`src/rtl/mem_bus_pkg.sv`:
```
// Shared types and defaults for the two-port main-memory arbiter.
package mem_bus_pkg;
  localparam int ADDR_W_DEF  = 32;
  localparam int DATA_W_DEF  = 32;
  localparam int TIMEOUT_DEF = 255;

  typedef enum logic [1:0] {IDLE, ADDR, DATA, RESP} state_t;

  // Port 0 = L1 I-cache, port 1 = L1 D-cache.
  typedef logic port_id_t;

  // One-hot completion vector for a port.
  function automatic logic [1:0] port_mask(port_id_t p);
    return p ? 2'b10 : 2'b01;
  endfunction
endpackage

```
`src/rtl/mem_bus_rr_arb.sv`:
```
// Two-way round-robin grant: the pointer only decides ties; a lone
// requester always wins.
module mem_bus_rr_arb
  import mem_bus_pkg::*;
(
  input  logic [1:0] req,
  input  port_id_t   ptr,
  output logic       any,
  output port_id_t   gnt
);

  // Grant selection from the live request vector.
  always_comb begin
    any = |req;
    gnt = ptr;
    if (req == 2'b01)      gnt = 1'b0;
    else if (req == 2'b10) gnt = 1'b1;
  end

endmodule

```
`src/rtl/mem_bus_arbiter.sv`:
```
// Round-robin arbiter and transaction sequencer sharing one main-memory
// handshake between the I-cache (port 0) and D-cache (port 1).
module mem_bus_arbiter
  import mem_bus_pkg::*;
#(
  parameter int ADDR_W  = ADDR_W_DEF,
  parameter int DATA_W  = DATA_W_DEF,
  parameter int TIMEOUT = TIMEOUT_DEF
) (
  input  logic                   CLK,
  input  logic                   RST,
  input  logic [1:0]             req_valid,
  input  logic [1:0]             req_store,
  input  logic [1:0][ADDR_W-1:0] req_addr,
  input  logic [1:0][DATA_W-1:0] req_wdata,
  output logic [1:0]             req_done,
  output logic                   req_err,
  output logic [DATA_W-1:0]      req_rdata,
  output logic                   mem_valid,
  output logic                   mem_store,
  output logic [ADDR_W-1:0]      mem_addr,
  output logic [DATA_W-1:0]      mem_wdata,
  input  logic                   mem_ack_addr,
  input  logic                   mem_ready,
  input  logic [DATA_W-1:0]      mem_rdata,
  output logic                   mem_ack_data
);

  localparam int             CW   = $clog2(TIMEOUT + 1);
  localparam logic [CW-1:0]  TMAX = CW'(TIMEOUT);

  state_t        state;
  port_id_t      ptr;
  port_id_t      grant;
  port_id_t      arb_gnt;
  logic          arb_any;
  logic [CW-1:0] tcnt;

  mem_bus_rr_arb u_arb (
    .req (req_valid),
    .ptr (ptr),
    .any (arb_any),
    .gnt (arb_gnt)
  );

  // Sequencer: grant/latch, address phase, data phase with timeout, response.
  // Every output is a register so reset clears them all at once.
  always_ff @(posedge CLK or posedge RST) begin
    if (RST) begin
      state        <= IDLE;
      ptr          <= 1'b0;
      grant        <= 1'b0;
      tcnt         <= '0;
      req_done     <= '0;
      req_err      <= 1'b0;
      req_rdata    <= '0;
      mem_valid    <= 1'b0;
      mem_store    <= 1'b0;
      mem_addr     <= '0;
      mem_wdata    <= '0;
      mem_ack_data <= 1'b0;
    end else begin
      case (state)
        IDLE: if (arb_any) begin
          grant     <= arb_gnt;
          mem_store <= req_store[arb_gnt];
          mem_addr  <= req_addr[arb_gnt];
          mem_wdata <= req_wdata[arb_gnt];
          mem_valid <= 1'b1;
          state     <= ADDR;
        end
        // mem_ready is deliberately ignored here.
        ADDR: if (mem_ack_addr) begin
          mem_valid <= 1'b0;
          tcnt      <= '0;
          state     <= DATA;
        end
        // Ready on the same cycle the count hits the limit still wins.
        DATA: begin
          if (mem_ready) begin
            req_done     <= port_mask(grant);
            req_err      <= 1'b0;
            req_rdata    <= mem_store ? '0 : mem_rdata;
            mem_ack_data <= 1'b1;
            state        <= RESP;
          end else if (tcnt == TMAX) begin
            req_done  <= port_mask(grant);
            req_err   <= 1'b1;
            req_rdata <= '0;
            state     <= RESP;
          end else begin
            tcnt <= tcnt + CW'(1);
          end
        end
        RESP: begin
          req_done     <= '0;
          req_err      <= 1'b0;
          req_rdata    <= '0;
          mem_ack_data <= 1'b0;
          ptr          <= ~grant;
          state        <= IDLE;
        end
        default: state <= IDLE;
      endcase
    end
  end

endmodule
```
`config.mk`:
```
export PLATFORM = sky130hd
export DESIGN_NAME = mem_bus_arbiter
export DESIGN_NICKNAME = d
export VERILOG_FILES = /design/src/rtl/mem_bus_pkg.sv /design/src/rtl/mem_bus_rr_arb.sv /design/src/rtl/mem_bus_arbiter.sv
export SDC_FILE = /design/constraint.sdc
export NUM_CORES = 1
export LEC_CHECK = 0
export CAP_MARGIN = 20
export CORE_ASPECT_RATIO = 0.5
export CORE_MARGIN = 10
export CORE_UTILIZATION = 37
export DETAILED_ROUTE_END_ITERATION = 7
export PLACE_DENSITY = 0.84
export SKIP_LAST_GASP = 1
export SLEW_MARGIN = 20
export SYNTH_ARGS = -nofsm -noshare
export SYNTH_HDL_FRONTEND = slang
export SYNTH_SLANG_ARGS = --single-unit
```
`constraint.sdc`:
```
create_clock -name CLK -period 4.5 [get_ports CLK]
set_clock_uncertainty 0.2 [all_clocks]
set_input_delay 1.125 -clock CLK [delete_from_list [all_inputs] [get_ports CLK]]
set_output_delay 1.125 -clock CLK [all_outputs]
set_load 0.02 [all_outputs]
```
==> flow_summary.json, run 1 <==
{
  "ys_seq_area_share_pct": 52.7,
  "worstSetupPathType": "in2reg",
  "tightest_slew_ns": 0.856,
  "clkSinkCount": 114,
  "drtPass1Iterations": 4,
  "synth_edf_count": 0,
  "io_pins": 270,
  "ant_nets": 0,
  "max-slew-margin-rel_pct": 42.8,
  "synthArstFlopShare_pct": 100,
  "cp_num_buf_inv": 2,
  "antenna_found_initial": 0,
  "start_kind": "primary input",
  "cts_tree": "yes",
  "hpwlAfterDp_mm": 13.8,
  "crit_family": "buffers and inverters",
  "hp-class": "reg2reg",
  "yosysTopAreaCell": "dfrtp_1",
  "n_antenna_cell": 0,
  "finalHoldViolCount": 0,
  "cp.required_ns": 4.61,
  "ir_drop_v": 0.000352,
  "synth.top_cell.area_share_pct": 52.7,
  "die_w_um": 191,
  "nets": 959,
  "rsz0062_at_grt": "no",
  "vias_per_cell": 4.76,
  "die-area_um2": 20100,
  "postSynthCellCount": 523,
  "final_common_cell": "clkdlybuf4s50_1",
  "synth_area_um2": 5410,
  "drc": 0,
  "cts_buffers": 17,
  "critPathMaxStageDelay_ns": 0.71,
  "maxCapViolations": 0,
  "power_density_nw_per_um2": 678,
  "path_max_fanout": 18,
  "yosys_warnings": 0,
  "start_util_pct": 37.6,
  "nFillCells": 1140,
  "routed-via-count": 4744,
  "synth_nets": 696,
  "crit_chain": "clkdlybuf4s50_1 -> a21oi_2 -> a21oi_4 -> buf_12 -> mux2i_1",
  "io_buffers": 269,
  "gp_congestion": 0.815,
  "worst_slack_ns": 1.48,
  "drtIter0Drc": 278,
  "drive_gt1_share_pct": 6.38,
  "crit_path_end_kind": "flip-flop",
  "min_period_ns": 3.02,
  "layout_common_cells": "clkdlybuf4s50_1 (269), dfrtp_1 (114), nand2_1 (104)",
  "slowest_stage": "a21oi_4",
  "ys_types": 46,
  "die_h_um": 105,
  "ctsHoldBuffers": 0,
  "post_cts_resized": 0,
  "post-cts-setup-buffers": 0,
  "clock.fmax_mhz": 331,
  "ys_ff_latch": 114,
  "h-tree-depth": 4,
  "p_leak_uw": 0.00402,
  "finalCritPeriodShare_pct": 67.2,
  "clk_latency_ns": 0.40,
  "grt_usage_pct": 17.6,
  "cts_root_buf": "clkbuf_16",
  "grt-ovfl-total": 0,
  "max-clock-path-buffers": 2,
  "clk_pin_slew_ns": 0.06,
  "multi_input_area_um2": 2250,
  "rows": 31,
  "setup_violations": 0,
  "first_global_vias": 5010,
  "dp_slack_ns": 1.08,
  "synthToLayoutAreaGrowth_pct": 66.9,
  "syn_avg_cell_area_um2": 10.3,
  "wl_mm": 18.1,
  "core-area_um2": 14400,
  "finalMaxSlewViolations": 0,
  "grt_start_max_net_pins": 132,
  "setup-tns-final_ns": 0,
  "grt_first_pass_wirelength_mm": 28.3,
  "crit_arrival_ns": 3.14,
  "ys.flop_type": "dfrtp_1",
  "seq_area_um2": 2850,
  "outcome": "complete, no violations",
  "synth_area_leaders": "dfrtp_1 (53%), mux2i_1 (18%), nand2_1 (7.2%)",
  "detail_route.wl_per_cell_um": 18.2
}
==> registers in the layout, summed over array words and instances (netlist names), 2 cells and up <==
name	flops
mem_addr	32
mem_wdata	32
req_rdata	32
tcnt	8
req_done	2
state	2
==> per-layer routing <==
metal	GRT usage, %	share of wire, %	up-vias
met1	19.6	39	2285
met2	32.3	54	136
met5	0	0	-
li1	-	-	2300
met4	6.31	2.0	0
met3	4.21	5.3	23
==> metrics by stage <==
step	util [%]	power (µW)	area [µm²]	hold slack (ns)	instances
after floorplan	-	3260	5410	0.272	523
after global placement	57.7	4400	8300	0.262	965
after detailed placement	57.7	4480	8300	0.270	965
after CTS	62.8	6190	9030	0.282	997
after global routing	62.8	6460	9030	0.302	997
final	62.8	6120	9030	0.276	997
==> cells in the mapped netlist (2+ instances only) <==
library cell	count
ha_1	5
o21ai_0	45
dfrtp_1	114
mux2_2	2
a21o_1	5
buf_8	3
mux2i_1	99
nand4b_1	2
nand2b_1	2
inv_1	41
nor4_1	2
buf_2	6
buf_4	3
nand3_1	2
nand2_1	104
clkbuf_1	19
a21oi_1	6
nor2_1	4
a31oi_1	2
nor2b_1	3
o21ai_1	27
nor3_1	3
==> worst register-to-register path, delay by kind of cell (launching register included) <==
| kind | cells | cell delay, ns |
|---|---|---|
| buffers and inverters | 2 | 0.37 |
| AOI/OAI and AO/OA | 1 | 0.71 |
| DFF | 1 | 0.42 |
| adders and majority gates | 1 | 0.58 |
| muxes | 1 | 0.24 |
| and+or+nand+nor | 1 | 0.23 |
==> path summary, 6_finish.rpt <==
| kind | startpoint | end | slack, ns | depth (start not counted) |
|---|---|---|---|---|
| max | mem_ready | req_rdata[11] | 1.48 | 5 |
| min | mem_wdata[28] | mem_wdata[28] | 0.28 | 2 |
| max reg2reg | state[0] | req_rdata[11] | 1.67 | 6 |
| min reg2reg | mem_wdata[28] | mem_wdata[28] | 0.28 | 2 |
| max in group asynchronous | RST | req_rdata[8] | 2.33 | 3 |
| min in group asynchronous | RST | mem_addr[23] | 0.99 | 2 |
==> report_power, final <==
part	total, µW	switching (µW)	internal, µW
clock	1680	493	1180
sequential	1670	234	1430
combinational	2780	1500	1280
==> final cells by class <==
class | count | share of cell area [%]
inverter | 41 | 1.73
sequential | 114 | 31.6
timing repair buffer | 275 | 30.9
multi-input combinational | 337 | 25.0
clock buffer | 19 | 5.02
tap | 198 | 2.74
clock inverter | 13 | 3.08
==> logic make-up (layout without fill, tap and decap cells) <==
group | count (synthesis) | in the layout | share of synthesized area (%)
simple gates | 131 | 131 | 10.6
mux | 102 | 102 | 18.9
buf+inv | 72 | 348 | 5.97
compound gates | 98 | 98 | 10.4
flops | 114 | 114 | 52.7
fa+ha+maj | 6 | 6 | 1.34
No activity file was read; power rests on OpenSTA's default activity.
==> run 2, diff against run 1 <==
clock period = 2.45 ns   (was 4.5 ns; I/O delays follow)
==> run 2 against run 1 <==
Against the previous run: critical path type is now reg2out; design area up 0.65%; largest power group unchanged; clock power up 52%; flip-flop and latch count unchanged; non-clock buffer count up 15; global-route usage down 0.057 points; first-iteration DRC count up 15%; register-to-register slack worse by 1.3 ns; via count up 1.2%; worst hold slack better by 0.0025 ns; final cell count up 1.4%.
==> flow_summary.json, run 2 (same netlist as run 1, synthesis figures left out) <==
{
  "p_sw_share_pct": 37.2,
  "drtIter0Drc": 319,
  "first_global_vias": 5112,
  "clk_latency_ns": 0.39,
  "max-slew-margin-rel_pct": 58.1,
  "outcome": "complete, no violations",
  "hp-start": "mem_addr[2]",
  "wl_mm": 18.1,
  "routed-via-count": 4802,
  "h-tree-depth": 4,
  "cts_tree": "yes",
  "drc": 0,
  "rr_startpoint": "tcnt[0]",
  "rrSetupSlack_ns": 0.34,
  "crit_family": "buffers and inverters",
  "ctsHoldBuffers": 0,
  "final_common_cell": "clkdlybuf4s50_1",
  "clk_pin_slew_ns": 0.06,
  "die_h_um": 105,
  "finalCritPeriodShare_pct": 93.5,
  "n_antenna_cell": 0,
  "seqPwrFrac_pct": 28.1,
  "ir_drop_v": 0.000518,
  "path_max_fanout": 3,
  "grt-ovfl-total": 0,
  "seq_area_um2": 2850,
  "crit_arrival_ns": 1.48,
  "finalHoldViolCount": 0,
  "grt_first_pass_wirelength_mm": 28.4,
  "tightest_slew_ns": 0.629,
  "combPwrFrac_pct": 48.6,
  "rows": 31,
  "ff2ff_path_depth": 4,
  "cp.required_ns": 1.64,
  "setup-tns-final_ns": 0,
  "maxCapViolations": 0,
  "synthToLayoutAreaGrowth_pct": 68.0,
  "reg_top3": "mem_addr x32, mem_wdata x32, req_rdata x32",
  "cp_num_buf_inv": 1,
  "slowest_stage": "clkdlybuf4s50_1",
  "post-cts-setup-buffers": 0,
  "p_leak_uw": 0.00406,
  "clkSinkCount": 114,
  "critPathMaxStageDelay_ns": 0.65,
  "worstSetupPathType": "reg2out",
  "start_util_pct": 37.6,
  "grt_usage_pct": 17.6,
  "startpoint": "mem_store",
  "power.switching_uw": 4070,
  "ant_nets": 0,
  "power_uw": 11000,
  "drive_gt1_share_pct": 7.87,
  "min_period_ns": 2.29,
  "crit_path_end_kind": "output port",
  "detail_route.wl_per_cell_um": 17.9,
  "io_pins": 270,
  "antenna_found_initial": 0,
  "internal-power_uw": 6880,
  "power_density_nw_per_um2": 1210,
  "die_w_um": 191,
  "grt_start_max_net_pins": 115,
  "max-clock-path-buffers": 2,
  "cts_root_buf": "clkbuf_16",
  "rsz0062_at_grt": "no",
  "path_depth": 1,
  "critical_path.endpoint": "mem_store",
  "nFillCells": 1155,
  "hpwlAfterDp_mm": 13.9,
  "drtPass1Iterations": 4,
  "multi_input_area_um2": 2250,
  "clock_power_share_pct": 23.3,
  "io_buffers": 269,
  "layout_common_cells": "clkdlybuf4s50_1 (269), dfrtp_1 (114), nand2_1 (104)",
  "cts_buffers": 17,
  "timing.rr.end": "tcnt[7]",
  "crit_chain": "clkdlybuf4s50_1",
  "start_kind": "flip-flop",
  "vias_per_cell": 4.75,
  "setup_violations": 0,
  "clock.fmax_mhz": 436,
  "finalMaxSlewViolations": 0,
  "hp-class": "reg2reg",
  "gp_congestion": 0.808,
  "die-area_um2": 20100,
  "nets": 974,
  "post_cts_resized": 0,
  "core-area_um2": 14400
}
run 2: cell types whose count changed in the layout (fill, tap and decap cells not counted), sizes merged:
| cell | previous run | this run |
|---|---|---|
| bufinv | 8 | 3 |
| clkinvlp | 2 | 3 |
| buf | 6 | 21 |
| inv | 42 | 40 |
| clkbuf | 19 | 22 |
| clkinv | 2 | 4 |
run 2: per-layer routing:
layer | track usage (%) | routed length (µm)
met1 | 19.3 | 6980
met2 | 32.9 | 9860
met3 | 4.24 | 875
met4 | 5.31 | 358
met5 | 0 | 0
run 2: how the worst min path moves through the flow:
stage                          endpoint  slack (ns)  cells after the start
after floorplan                     ptr        0.27                      1
after global placement      mem_addr[7]        0.26                      2
after detailed placement   mem_addr[15]        0.27                      2
after CTS                 mem_wdata[26]        0.28                      2
final                       mem_addr[2]        0.28                      2
after global routing       mem_addr[17]        0.30                      2
run 2: power groups by stage:
stage	Sequential (µW)	Clock [µW]	Combinational, µW
floorplan	3860	0	2130
finish	3070	2550	5330
global route	3170	2690	5760
CTS	3080	2600	5400
global placement	3060	0	5250
detailed placement	3100	0	5380
run 2: layout make-up:
type                       count  area share, %
timing repair buffer         290           32.6
sequential                   114           31.4
multi-input combinational    337           24.8
clock buffer                  22           5.33
tap                          198           2.73
inverter                      41           1.73
clock inverter                 9           1.42
run 2: metrics by stage:
stage | area [µm²] | util [%] | instances | hold slack [ns] | setup WS (ns)
6_report | 9090 | 63.2 | 1011 | 0.278 | 0.158
5_1_grt | 9090 | 63.2 | 1011 | 0.305 | 0.104
4_1_cts | 9090 | 63.2 | 1011 | 0.282 | 0.145
3_5_place_dp | 8480 | 58.9 | 980 | 0.270 | 0.0142
3_3_place_gp | 8480 | 58.9 | 980 | 0.260 | 0.0506
2_1_floorplan | 5410 | - | 523 | 0.272 | 0.252
